`src/rtl/rr_dispatch_1to4.sv`:
```
// rr_dispatch_1to4: round-robin 1-to-4 dispatcher with a one-entry holding
// register per lane. Optional macro RR_DISPATCH_SKIP_BUSY_EN switches the
// target choice from strict rotation to "first free lane from ptr".

// One lane: holding register with valid bit; a load in the same cycle as a
// drain keeps the lane valid with the new word.
module rr_dispatch_lane #(
    parameter int WIDTH = 8
) (
    input  logic             clk,
    input  logic             rst,
    input  logic             wr,
    input  logic [WIDTH-1:0] wdata,
    input  logic             rdy,
    output logic             vld,
    output logic [WIDTH-1:0] data,
    output logic             free
);
    // free also when draining this cycle, so refill is bubble-free
    assign free = ~vld | rdy;

    // Load wins over drain; data is kept (not cleared) after a drain
    always_ff @(posedge clk) begin
        if (rst) begin
            vld  <= 1'b0;
            data <= '0;
        end else if (wr) begin
            vld  <= 1'b1;
            data <= wdata;
        end else if (rdy) begin
            vld  <= 1'b0;
        end
    end
endmodule

module rr_dispatch_1to4 #(
    parameter int WIDTH = 8
) (
    input  logic             clk,
    input  logic             rst,
    input  logic [WIDTH-1:0] in_data,
    input  logic             in_valid,
    output logic             in_ready,
    output logic [WIDTH-1:0] out_data0,
    output logic [WIDTH-1:0] out_data1,
    output logic [WIDTH-1:0] out_data2,
    output logic [WIDTH-1:0] out_data3,
    output logic             out_valid0,
    output logic             out_valid1,
    output logic             out_valid2,
    output logic             out_valid3,
    input  logic             out_ready0,
    input  logic             out_ready1,
    input  logic             out_ready2,
    input  logic             out_ready3,
    output logic             sel0,
    output logic             sel1,
    output logic             busy
);
    localparam int NUM_LANES = 4;

    logic [1:0]                        ptr;
    logic [1:0]                        target;
    logic                              can_take;
    logic                              accept;
    logic [NUM_LANES-1:0]              lane_rdy;
    logic [NUM_LANES-1:0]              lane_vld;
    logic [NUM_LANES-1:0]              lane_free;
    logic [NUM_LANES-1:0]              lane_wr;
    logic [NUM_LANES-1:0][WIDTH-1:0]   lane_data;

    assign lane_rdy = {out_ready3, out_ready2, out_ready1, out_ready0};

    for (genvar i = 0; i < NUM_LANES; i++) begin : g_lane
        rr_dispatch_lane #(.WIDTH(WIDTH)) u_lane (
            .clk   (clk),
            .rst   (rst),
            .wr    (lane_wr[i]),
            .wdata (in_data),
            .rdy   (lane_rdy[i]),
            .vld   (lane_vld[i]),
            .data  (lane_data[i]),
            .free  (lane_free[i])
        );
    end

`ifdef RR_DISPATCH_SKIP_BUSY_EN
    logic [1:0] idx;
    logic       found;

    // First free lane searching ptr, ptr+1, ptr+2, ptr+3; stalled lanes skipped
    always_comb begin
        target = ptr;
        found  = 1'b0;
        idx    = '0;
        for (int k = 0; k < NUM_LANES; k++) begin
            idx = ptr + 2'(k);
            if (!found && lane_free[idx]) begin
                target = idx;
                found  = 1'b1;
            end
        end
    end
    assign can_take = found;
`else
    // Strict rotation: only lane ptr may take the word
    assign target   = ptr;
    assign can_take = lane_free[ptr];
`endif

    assign in_ready = can_take & ~rst;
    assign accept   = in_valid & in_ready;
    assign lane_wr  = {NUM_LANES{accept}} & (NUM_LANES'(1) << target);

    // Pointer moves past the lane just written; holds when nothing is accepted
    always_ff @(posedge clk) begin
        if (rst)
            ptr <= '0;
        else if (accept)
            ptr <= target + 2'd1;
    end

    assign sel0       = ptr[0];
    assign sel1       = ptr[1];
    assign busy       = |lane_vld;
    assign out_data0  = lane_data[0];
    assign out_data1  = lane_data[1];
    assign out_data2  = lane_data[2];
    assign out_data3  = lane_data[3];
    assign out_valid0 = lane_vld[0];
    assign out_valid1 = lane_vld[1];
    assign out_valid2 = lane_vld[2];
    assign out_valid3 = lane_vld[3];
endmodule

```
`config.mk`:
```
export PLATFORM = sky130hd
export DESIGN_NAME = rr_dispatch_1to4
export DESIGN_NICKNAME = d
export VERILOG_FILES = /design/src/rtl/rr_dispatch_1to4.sv
export SDC_FILE = /design/constraint.sdc
export NUM_CORES = 1
export LEC_CHECK = 0
export BUFFER_PORTS_ARGS = -buffer_cell sky130_fd_sc_hd__buf_2
export CORE_MARGIN = 5
export CORE_UTILIZATION = 52
export CTS_BUF_LIST = sky130_fd_sc_hd__clkbuf_16
export CTS_CLUSTER_DIAMETER = 30
export CTS_CLUSTER_SIZE = 40
export DETAILED_ROUTE_END_ITERATION = 10
export PLACE_DENSITY = 0.82
export SLEW_MARGIN = 30
export SYNTH_ARGS = -nofsm -noshare
export SYNTH_HDL_FRONTEND = slang
export SYNTH_SLANG_ARGS = --single-unit
```
`constraint.sdc`:
```
create_clock -name clk -period 4.49 [get_ports clk]
set_clock_uncertainty 0.15 [all_clocks]
set_input_delay 0.6735 -clock clk [delete_from_list [all_inputs] [get_ports clk]]
set_output_delay 0.6735 -clock clk [all_outputs]
set_load 0.02 [all_outputs]
```
==> metrics.log <==
[metrics] run status: completed
[metrics] area of the multi-input gates: approximately 770 um^2
[metrics] headroom to the max-slew limit: 52.98%
[metrics] class of the tightest hold or removal check: flop to flop
[metrics] maximum fanout along the worst path: 24
[metrics] Skew-Pair Late Insertion Delay: ~0.28 ns
[metrics] first drt pass iteration count: 4
[metrics] category of the worst setup path launch point: input pin
[metrics] reg-to-reg startpoint: ptr[1]
[metrics] clock tree from TritonCTS: built
[metrics] largest net degree at the start of global routing: 25
[metrics] number of DRC markers in iteration 0: 88
[metrics] worst path arrival time: 2.02 ns
[metrics] Highest Clock Rate: between 300 and 400 MHz
[metrics] design internal power: 0.0005920 W
[metrics] synthesized flop and latch total: 38
[metrics] Clock Power Share: between 40% and 50%
[metrics] Layout Nets: between 200 and 250
[metrics] endpoint class of the critical path: output pin
[metrics] post-detailed-route DRC marker count: 0
[metrics] final count of negative-setup-slack endpoints: 0
[metrics] routed via count: between 1000 and 1500
[metrics] combinational share of power: about 12%
[metrics] Die ar.: approximately 0.0043 mm^2
[metrics] number of distinct standard cells referenced by the synthesized netlist: 26
[metrics] Synth-to-Final Area Change: 25.28%
[metrics] number of max-slew violations in the final report: 0
[metrics] Final Instance Area: about 0.0020 mm^2
[metrics] count of buffers from port buffering: 54
[metrics] Seq. cell area: 760.7 um^2
[metrics] Total Neg Setup Slack: 0 ns
[metrics] CTS root buffer: clkbuf_16
[metrics] sequential element share of the synthesized area: 47.72%
[metrics] overflow left after global routing: 0
[metrics] initial antenna violation count: 0
[metrics] clk buf depth: 2
[metrics] Ys Warns: 0
[metrics] worst-case vdd ir drop: between 0.3 and 0.4 mV
[metrics] Setup Fix Bufs, Post-CTS: 0
[metrics] cell taking the most area after synthesis: dfxtp_1
[metrics] Resized cells post-CTS: 0
[metrics] sinks on the clock net: 38
[metrics] required time at the worst-slack endpoint: about 3.7 ns
[metrics] number of nets in the synthesized netlist: about 160
[metrics] Routed WL: between 3 and 4 mm
[metrics] CTS buffer count: 5
[metrics] share of final-layout standard cells stronger than drive strength 1: 40.51%
[metrics] Reg power frac: roughly 46%
[metrics] via count of the first global-routing pass: 1289
[metrics] Sw Share: between 20% and 30%
[metrics] Worst-path clk slew: about 0.05 ns
[metrics] area after detailed placement: about 0.0019 mm^2
[metrics] final hold violations: 0
[metrics] timing startpoint of the critical path: out_ready0
[metrics] share of the synthesized area in the top cell type: a little under half
[metrics] cell area after synthesis: between 0.0015 and 0.002 mm^2
[metrics] routed via count divided by cell count: between 5 and 6
[metrics] classification of the worst setup path: input pin to output pin
[metrics] leakage power: 1.026 nW
[metrics] Cell Pwr Density: 397.3 mW/mm^2
[metrics] Final GP Congestion: ~0.88
[metrics] number of buffers inserted for hold repair after clock tree synthesis: 0
[metrics] number of standard cells after synthesis: roughly 140
[metrics] minimum clock period after layout: 2.840 ns
[metrics] average instance area after synthesis: approximately 11 um^2
[metrics] first-pass GRT wire length: about 6 mm
[metrics] number of H-tree levels: 2
[metrics] gr usage total: about a fifth
[metrics] Final HPWL DP: approximately 2.7 mm
[metrics] Fillers: between 200 and 250
[metrics] RSZ-0062 raised after global routing: no
[metrics] number of top-level pins: 55
[metrics] final critical-path share of the clock period: 63.26%
[metrics] die height: between 60 and 70 um
[metrics] average wire per standard cell: ~17 um
[metrics] diode insertion count for antenna repair: 0
[metrics] most area-consuming cells after synthesis: dfxtp_1, a31o_1, mux2_2
[metrics] initial cell density of the core: around 53%
[metrics] slew at the pin closest to its max-slew limit: between 0.7 and 0.8 ns
[metrics] Core Box Area: around 0.003 mm^2
[metrics] Die X-Extent: 65.37 um
[metrics] number of placement rows: 20
[metrics] number of max-capacitance violations reported: 0
[metrics] hold path startpoint: g_lane[1].u_lane.data[5]
[metrics] number of antenna-violating nets in the routed design: 0
[metrics] net load switching power: 0.0002014 W
logic make-up (layout without fill, tap and decap cells):
kind of cell,Yosys count,after routing,synth area share (%)
DFF,38,38,47.72
adders and majority gates,4,4,3.140
AOI/OAI and AO/OA,24,24,11.85
buffers and inverters,12,65,3.846
and+or+nand+nor,47,47,20.72
muxes,17,17,12.72
layout make-up:
class | instances | area share (%)
multi-input cells | 92 | 38.66
flip-flops and latches | 38 | 38.10
repair buffers | 54 | 13.53
clock buffers | 5 | 6.266
well taps | 33 | 2.068
clock inverters | 3 | 0.8145
inverters | 3 | 0.5639
metrics by stage:
stage,utilization [%],total power [W],hold slack (ns),worst slack (ns),std cells
floorplan,-,0.0004328,0.4225,1.902,142
global placement,61.79,0.0004610,0.3072,1.668,220
detailed placement,61.79,0.0004651,0.3095,1.651,220
CTS,66.50,0.0008000,0.3221,1.648,228
global route,66.50,0.0008263,0.3390,1.569,228
finish,66.50,0.0007933,0.3202,1.650,228
final timing paths:
path                                    to  slack (ns)  depth (start not counted)
setup reg to reg  g_lane[3].u_lane.data[6]        2.36                          4
hold / removal    g_lane[1].u_lane.data[5]        0.32                          1
hold reg to reg   g_lane[1].u_lane.data[5]        0.32                          1
setup / recovery                  in_ready        1.65                          5
critical path: stages:
cell and delay, ns:
buf_2 0.09, nand2b_1 0.15, mux4_2 0.70, and2_1 0.24
buf_2 0.15
layout by cell type, fill, tap and decap left out, drive strengths merged:
cell type and count:
or4 1, inv 3, nand3b 1, nor2 1
nand2 2, nand4 2, a21oi 1, and2 1
a31o 16, a21o 1, ha 4, nor2b 16
a32oi 1, dfxtp 38, mux2 16, o211ai 1
clkbuf 5, clkinv 2, mux4 1, nand2b 4
buf 54, nand3 1, and3 18, o21ai 4
clkinvlp 1
power groups by stage:
stage / sequential [W] / clock, W / combinational [W]
final: 0.000362 / 0.000335 / 0.0000964
after global routing: 0.000363 / 0.000359 / 0.000104
after CTS: 0.000361 / 0.000342 / 0.0000970
after detailed placement: 0.000369 / 0 / 0.0000965
after global placement: 0.000368 / 0 / 0.0000935
after floorplan: 0.000386 / 0 / 0.0000464
sequential cells by signal (all words and copies together) (netlist names):
signal and cells:
ptr 2, g_lane.u_lane.data 32, g_lane.u_lane.vld 4
synthesized netlist by cell type:
cell and n:
ha_1 4, a21oi_1 1, buf_6 2, buf_2 1
inv_1 3, nand2_2 2, nand3b_1 1, mux2_1 4
o211ai_1 1, o21ai_0 4, a32oi_1 1, nor2_1 1
nand4_4 2, nand2b_4 1, a21o_1 1, mux2_2 12
mux4_2 1, nor2b_1 16, dfxtp_1 38, nand2b_1 3
a31o_1 16, and2_1 1, nand3_1 1, clkbuf_1 6
or4_1 1, and3_1 18
per-layer routing:
metal / global-route usage, % / share of wire (%) / vias to the layer above
met1: 20.02 / 40 / 580
met3: 8.034 / 6.3 / 9
met4: 9.585 / 2.8 / 0
met2: 33.50 / 51 / 49
met5: 0 / 0 / -
li1: - / - / 612
No activity file was read; power rests on OpenSTA's default activity.
